===== src/rtl/pwm_dir_gen_pkg.sv =====
// rtl/pwm_dir_gen_pkg.sv - shared state type, default timing constants and duty clamp
package pwm_dir_gen_pkg;

  localparam int unsigned PERIOD_DEF      = 1000;
  localparam int unsigned DEAD_CYCLES_DEF = 50;
  localparam int unsigned DUTY_MAX_DEF    = 950;
  localparam int unsigned MAG_W           = 16;

  typedef enum logic [1:0] {
    ST_IDLE = 2'd0,
    ST_RUN  = 2'd1,
    ST_DEAD = 2'd2
  } pwm_state_e;

  function automatic logic [MAG_W-1:0] clamp_mag(input logic [MAG_W-1:0] mag,
                                                 input logic [MAG_W-1:0] lim);
    return (mag > lim) ? lim : mag;
  endfunction

endpackage


===== src/rtl/pwm_period_cnt.sv =====
// rtl/pwm_period_cnt.sv - free-running period counter 0..PERIOD-1, held at 0 while disabled
module pwm_period_cnt
  import pwm_dir_gen_pkg::*;
#(
  parameter int unsigned PERIOD = PERIOD_DEF,
  parameter int unsigned CNT_W  = 10
) (
  input  logic             clk,
  input  logic             rst_n,
  input  logic             enable,
  output logic [CNT_W-1:0] cnt,
  output logic             boundary,
  output logic             period_start
);

  localparam logic [CNT_W-1:0] LAST = CNT_W'(PERIOD - 1);

  logic [CNT_W-1:0] r_cnt;

  always_ff @(posedge clk or negedge rst_n) begin
    if (!rst_n) begin
      r_cnt <= '0;
    end else if (!enable || r_cnt == LAST) begin
      r_cnt <= '0;
    end else begin
      r_cnt <= r_cnt + 1'b1;
    end
  end

  assign cnt      = r_cnt;
  assign boundary = enable && (r_cnt == LAST);
  // Gated by rst_n so the pulse is forced low while reset is held with enable high.
  assign period_start = rst_n && enable && (r_cnt == '0);

endmodule


===== src/rtl/pwm_dir_gen.sv =====
// rtl/pwm_dir_gen.sv - PWM generator with H-bridge direction and dead-time on reversal
module pwm_dir_gen
  import pwm_dir_gen_pkg::*;
#(
  parameter int unsigned PERIOD      = PERIOD_DEF,
  parameter int unsigned DEAD_CYCLES = DEAD_CYCLES_DEF,
  parameter int unsigned DUTY_MAX    = DUTY_MAX_DEF
) (
  input  logic             clk,
  input  logic             rst_n,
  input  logic [MAG_W-1:0] mag_in,
  input  logic             sign_in,
  input  logic             valid_in,
  input  logic             enable,
  output logic             pwm_out,
  output logic             dir_out,
  output logic             dead_active,
  output logic             period_start
);

  localparam int unsigned      CNT_W     = (PERIOD > 1) ? $clog2(PERIOD) : 1;
  localparam logic [CNT_W-1:0] DEAD_LAST = CNT_W'(DEAD_CYCLES - 1);
  localparam logic [MAG_W-1:0] DUTY_LIM  = MAG_W'(DUTY_MAX);

  logic [CNT_W-1:0] w_cnt;
  logic             w_boundary;

  pwm_period_cnt #(
    .PERIOD (PERIOD),
    .CNT_W  (CNT_W)
  ) u_cnt (
    .clk          (clk),
    .rst_n        (rst_n),
    .enable       (enable),
    .cnt          (w_cnt),
    .boundary     (w_boundary),
    .period_start (period_start)
  );

  pwm_state_e       r_state, w_state_nxt;
  logic [MAG_W-1:0] r_pend_duty, r_act_duty, w_cmp_duty;
  logic             r_pend_sign, r_act_sign;
  logic             r_pwm, r_dead, r_dir;
  logic             w_transfer, w_dir_upd, w_sign_diff, w_dead_now, w_pwm_d;

  assign w_sign_diff = (r_pend_sign != r_dir);

  always_comb begin
    w_state_nxt = r_state;
    w_transfer  = 1'b0;
    w_dir_upd   = 1'b0;
    if (!enable) begin
      w_state_nxt = ST_IDLE;
    end else begin
      case (r_state)
        ST_IDLE: begin
          w_transfer  = 1'b1;
          w_state_nxt = w_sign_diff ? ST_DEAD : ST_RUN;
        end
        ST_RUN: begin
          if (w_boundary) begin
            w_transfer  = 1'b1;
            w_state_nxt = w_sign_diff ? ST_DEAD : ST_RUN;
          end
        end
        ST_DEAD: begin
          if (w_cnt == DEAD_LAST) begin
            w_dir_upd   = 1'b1;
            w_state_nxt = ST_RUN;
          end
        end
        default: w_state_nxt = ST_IDLE;
      endcase
    end
  end

  // The IDLE exit cycle is already cnt 0 of the new period, so it compares against
  // the value being transferred and counts as the first dead cycle on a reversal.
  assign w_dead_now = enable && ((r_state == ST_DEAD) || ((r_state == ST_IDLE) && w_sign_diff));
  assign w_cmp_duty = (r_state == ST_IDLE) ? r_pend_duty : r_act_duty;
  assign w_pwm_d    = enable && !w_dead_now && (32'(w_cnt) < 32'(w_cmp_duty));

  always_ff @(posedge clk or negedge rst_n) begin
    if (!rst_n) begin
      r_state     <= ST_IDLE;
      r_pend_duty <= '0;
      r_pend_sign <= 1'b0;
      r_act_duty  <= '0;
      r_act_sign  <= 1'b0;
      r_pwm       <= 1'b0;
      r_dead      <= 1'b0;
      r_dir       <= 1'b0;
    end else begin
      r_state <= w_state_nxt;
      r_pwm   <= w_pwm_d;
      r_dead  <= w_dead_now;
      if (valid_in) begin
        r_pend_duty <= clamp_mag(mag_in, DUTY_LIM);
        r_pend_sign <= sign_in;
      end
      if (w_transfer) begin
        r_act_duty <= r_pend_duty;
        r_act_sign <= r_pend_sign;
      end
      if (w_dir_upd) begin
        r_dir <= r_act_sign;
      end
    end
  end

  assign pwm_out     = r_pwm;
  assign dead_active = r_dead;
  assign dir_out     = r_dir;

endmodule


===== config.mk =====
export PLATFORM = sky130hd
export DESIGN_NAME = pwm_dir_gen
export DESIGN_NICKNAME = d
export VERILOG_FILES = /design/src/rtl/pwm_dir_gen_pkg.sv /design/src/rtl/pwm_period_cnt.sv /design/src/rtl/pwm_dir_gen.sv
export SDC_FILE = /design/constraint.sdc
export NUM_CORES = 1
export LEC_CHECK = 0
export CAP_MARGIN = 40
export CELL_PAD_IN_SITES_DETAIL_PLACEMENT = 0
export CELL_PAD_IN_SITES_GLOBAL_PLACEMENT = 2
export CORE_MARGIN = 3
export CORE_UTILIZATION = 34
export CTS_CLUSTER_SIZE = 25
export DETAILED_ROUTE_END_ITERATION = 7
export GPL_ROUTABILITY_DRIVEN = 0
export PLACE_DENSITY = 0.81
export SLEW_MARGIN = 0
export SYNTH_ARGS = -nofsm -noshare
export SYNTH_HDL_FRONTEND = slang
export SYNTH_SLANG_ARGS = --single-unit

===== constraint.sdc =====
create_clock -name clk -period 2.3 [get_ports clk]
set_clock_uncertainty 0.2 [all_clocks]
set_input_delay 0.575 -clock clk [delete_from_list [all_inputs] [get_ports clk]]
set_output_delay 0.575 -clock clk [all_outputs]
set_load 0.1 [all_outputs]

# Word-level counts from Yosys, hierarchy flattened
# Cells that the tools add are included.
totals:
  wordCells: 47
  output_inout_bits: 4
  inputBits: 21
  reg_bits: 49
classes:
  order_cmp: 2
  addsub: 1
  n_reduce_logical: 14
  muxes: 14
  n_eq_ne: 7
op_table:
  columns: ["cell", "count"]
  rows:
  - ["$mux W16", 2]
  - ["$gt A16 B10 Y1 const B", 1]
  - ["$lt A10 B16 Y1", 1]
  - ["$add A10 B1 Y10 const B", 1]
  - ["$eq A10 B10 Y1 const B", 1]
  - ["$eq A10 B6 Y1 const B", 1]
  - ["$logic_not A10 Y1", 1]
  - ["$mux W10", 1]
  - ["$mux W2", 4]
  - ["$logic_and A1 B1 Y1", 7]
  - ["$pmux W2 S3", 1]
  - ["$mux W1", 5]
  - ["$ne A3 B2 Y1 const B", 1]
  - ["$ne A3 B3 Y1 const B", 1]
  - ["$eq A2 B1 Y1 const B", 1]
  - ["$eq A2 B2 Y1 const B", 1]
  - ["$logic_not A1 Y1", 2]
  - ["$logic_not A2 Y1", 1]
  - ["$logic_or A1 B1 Y1", 2]
  - ["$pmux W1 S2", 1]
  - ["$reduce_and A2 Y1", 1]
  - ["$ne A1 B1 Y1", 1]

# Logic depth before layout (Yosys ltp)
# Gate-level depths: netlist of run 1.
depth:
  ltp_word: 7
  mapped_depth: 8

# Modules after synthesis
# A second synthesis of run 1 with hierarchy kept.
unflattened:
  cells_unflattened: 216
  hier_area_um2: 2398.6
modules_own_cells:
  columns: ["module", "area_each_um2", "instances", "cells_per_inst"]
  rows:
  - ["pwm_dir_gen", 1844.3, 1, 160]
  - ["pwm_period_cnt", 554.3, 1, 56]

# Worst setup path after synthesis of run 1
# OpenSTA, ideal clock, no wires.
synth_path:
  kind: "register -> output"
  start: "reg u_cnt.r_cnt[2], in the netlist u_cnt.cnt[2]"
  end: "out period_start"
  path_stages_with_launch: 5
  setup_slack_ps: -2305
  required_time_ps: 1525
  t_arrival_ps: 3830
  cell_sequence: "dfrtp_1 > clkbuf_1 > nor4_1 > nand3_1 > nor4_1"
synth_via:
  elab_chain_cells: 2
synth_rtl:
  columns: ["item", "line", "source"]
  rows:
  - ["start, declared", "pwm_period_cnt.sv:18", "logic [CNT_W-1:0] r_cnt;"]
  - ["start signal, assigned", "pwm_period_cnt.sv:26", "r_cnt <= r_cnt + 1'b1;"]
  - ["$logic_not A10 Y1", "pwm_period_cnt.sv:33", "assign period_start = rst_n && enable && (r_cnt == '0);"]
  - ["$logic_and A1 B1 Y1", "pwm_period_cnt.sv:33", null]
  - ["end, declared", "pwm_dir_gen.sv:18", "output logic period_start"]
# No other way between the ends.

# Worst setup path after layout of run 1
layout_path:
  start: "reg u_cnt.r_cnt[3], in the netlist u_cnt.cnt[3]"
  end: "out period_start"
# Same word-level chain as after synthesis.

==> results of run 1 <==
routing by layer:
layer	track usage [%]	up-vias	routed length [um]
met5	0	-	0
li1	-	848	-
met1	17.7	796	2380
met2	20.4	32	2120
met4	5.23	0	82
met3	3.17	6	183
repair_timing:
item / CTS / global route
hold endpoints to repair: 0 / 0
buffers inserted: 3 / 0
pin swaps: 3 / 2
gates resized for setup: 4 / 0
setup endpoints to repair: 1 / 1
cell type report:
class | instances | area (um^2) | share of cell area, %
Sequential cell | 49 | 1230 | 39.7
Timing Repair Buffer | 46 | 440 | 14.2
Multi-Input combinational cell | 146 | 1150 | 37.2
Inverter | 11 | 41.3 | 1.33
Clock buffer | 5 | 68.8 | 2.22
Tap cell | 96 | 120 | 3.88
Clock inverter | 3 | 43.8 | 1.41
synth_stat cells, types with 2 or more instances:
library cell | count | share of area (%)
a21o_1 | 2 | 0.62
a21oi_1 | 7 | 1.4
buf_1 | 2 | 0.31
clkbuf_1 | 2 | 0.31
dfrtp_1 | 49 | 50
ha_1 | 12 | 6.2
inv_1 | 11 | 1.7
mux2_2 | 9 | 4.2
mux2_4 | 9 | 5.6
mux2i_1 | 10 | 4.1
nand2_1 | 7 | 1.1
nand3_1 | 9 | 1.9
nand4_1 | 5 | 1.3
nor2_1 | 27 | 4.2
nor2b_1 | 6 | 1.5
nor3_1 | 3 | 0.62
nor4_1 | 3 | 0.77
o21ai_0 | 2 | 0.41
o22a_1 | 4 | 1.4
o22ai_1 | 4 | 1.0
or4_1 | 2 | 0.62
xnor2_1 | 7 | 2.5
xor2_1 | 2 | 0.72
cells by family after synthesis:
kind of cell               share of synthesized area (%)
adders and majority gates                           6.17
and+or+nand+nor                                     14.2
DFF                                                 50.4
AOI/OAI and AO/OA                                   8.33
muxes                                               13.8
xor gates and xnor gates                            3.24
buffers and inverters                               3.80
state kept, by name, indices dropped and copies added (netlist names):
register / flops
dead_active: 1
pwm_out: 1
r_pend_duty: 16
r_state: 2
r_act_sign: 1
dir_out: 1
u_cnt.cnt: 10
r_pend_sign: 1
r_act_duty: 16
cell usage in the layout (no fill, tap or decap), types with 3 or more instances in the layout:
master           Yosys  routed
buf_12               1       4
mux2i_1             10      10
dfrtp_1             49      46
nand3_1              9       8
clkdlybuf4s50_1      0      19
nor3_1               3       3
dfrtp_2              0       3
nor2_1              27      27
mux2_4               9       9
clkbuf_8             0       5
inv_1               11      11
nand4_1              5       5
o22ai_1              4       4
nand2_1              7       7
xnor2_1              7       7
o22a_1               4       4
nor2b_1              6       6
a21oi_1              7       7
mux2_2               9       9
buf_4                0      22
ha_1                12      11
power by group:
part	switching, mW	total, mW	internal (mW)
combinational	0.159	0.296	0.136
sequential	0.0159	0.899	0.883
clock	0.293	0.619	0.326
total	0.468	1.81	1.35
worst max path at each step:
stage                       from  slack [ns]  cells past startpoint           end
floorplan           u_cnt.cnt[3]       -0.31                      3  period_start
global placement          enable        -0.1                      4  period_start
detailed placement        enable       -0.12                      4  period_start
CTS                 u_cnt.cnt[3]       -0.17                      4  period_start
global route        u_cnt.cnt[3]       -0.18                      4  period_start
finish              u_cnt.cnt[3]       -0.09                      4  period_start
==> impl_metrics.toml, run 1 <==
[setup_path]
crit_buf_inv = 1
critPathRequiredTime_ns = 1.52
r2r_cells = 5
cp-end-kind = "primary output"
crit_slowest_cell = "dfrtp_2"
cpPeakStageDelay_ns = 0.43
rrSetupSlack_ns = 0.11
cp_top_family = "simple AND/OR/NAND/NOR gates"
cp_data_arrival_time_ns = 1.61
path_cells = "nor4_4, nand3_2, nor4_4, buf_12"
cp_max_fo = 2
timing.rr.end = "r_act_duty[11]"
critPathMostFrequentCell = "nor4_4"
r2r_start = "u_cnt.cnt[3]"
start_kind = "flop"
worst-setup-path-type = "flop to primary output"

[clock_tree]
cts-root-buf = "clkbuf_8"
cts.htree.levels = 2
clock_path_buffers = 2
cts_sinks = 49
clk_latency_ns = 0.30
cts_tree = "yes"
clk_pin_slew_ns = 0.09
postCtsHoldBufs = 0
cts_made_buffers = 5

[placement]
placedInstanceArea_mm2 = 0.00295
placed_cells = 345
dp_slack_ns = -0.119
place_hpwl_mm = 3.58
io_buffers = 24

[global_route]
grt_max_degree = 50
grt_pass1_vias = 1853
grt.overflow.total = 0
antenna_found_initial = 0
grt_pass1_wl_mm = 8.78
grt.total_usage_pct = 13.2

[route]
drc = 0
num_vias = 1682
wl_per_cell_um = 13.4
vias_per_cell = 4.72
drt_iter0_drc = 56
firstDrtPassIters = 3
totalWireLength_mm = 4.77
drtAntennaViolNets = 0

[timing]
hold_viol = 0
fmaxAchievable_ghz = 0.418
finalSetupViolCount = 1
period_minus_slack_ns = 2.39
holdWs_ns = 0.178
rsz0062_at_grt = "yes"
worst_pin_slew_ns = 0.610
slew_violations = 0
fin_tns_setup_ns = -0.0899
slew_headroom_pct = 59.4
period_share_pct = 104
setup_ws_ns = -0.0899

[die]
die_w_um = 90.6
dieArea_mm2 = 0.00821
rows = 30
die_y_um = 90.6
start_util_pct = 35.4
boundaryPins = 25
design.core.area_mm2 = 0.00687

[final_layout]
finalNetCount = 292
fillers = 643
antenna_cells = 0
post-route-util_pct = 45.1
area_growth_pct = 27.2
final_area_mm2 = 0.00310
fin_cells = 356
drive_above_1_share_pct = 25.4

[pwr]
ir_drop_mv = 0.212
power_mw = 1.81
powerDensity_mw_per_mm2 = 586
p_leak_nw = 1.38

[logic_synthesis]
synthDistinctLibCells = 42
synth_edf_count = 0
syn_avg_cell_area_um2 = 11.4
synthFlopType = "dfrtp_1"
yosysSeqAreaShare_pct = 50.4
ys_seq_elements = 49
synthArstFlopShare_pct = 100
syn-cell-area_mm2 = 0.00243
yosysWarnings = 0
synthCells = 213
synth_nets = 246

[outcome]
status = "complete, but fails checks"
violations = "negative setup slack"

[worst_hold_path]
hp-class = "primary input to asynchronous set/reset pin"

[job]
maxCapViolations = 0
Note: power is estimated with default switching activity, not from simulation.
==> run 2, diff against run 1 <==
--- a/config.mk
+++ b/config.mk
@@ -14,7 +14,6 @@
 export DETAILED_ROUTE_END_ITERATION = 7
 export GPL_ROUTABILITY_DRIVEN = 0
 export PLACE_DENSITY = 0.81
-export SLEW_MARGIN = 0
 export SYNTH_ARGS = -nofsm -noshare
 export SYNTH_HDL_FRONTEND = slang
 export SYNTH_SLANG_ARGS = --single-unit
==> results of run 2 <==
No change in the layout: final DEF, timing and power equal those of run 1.
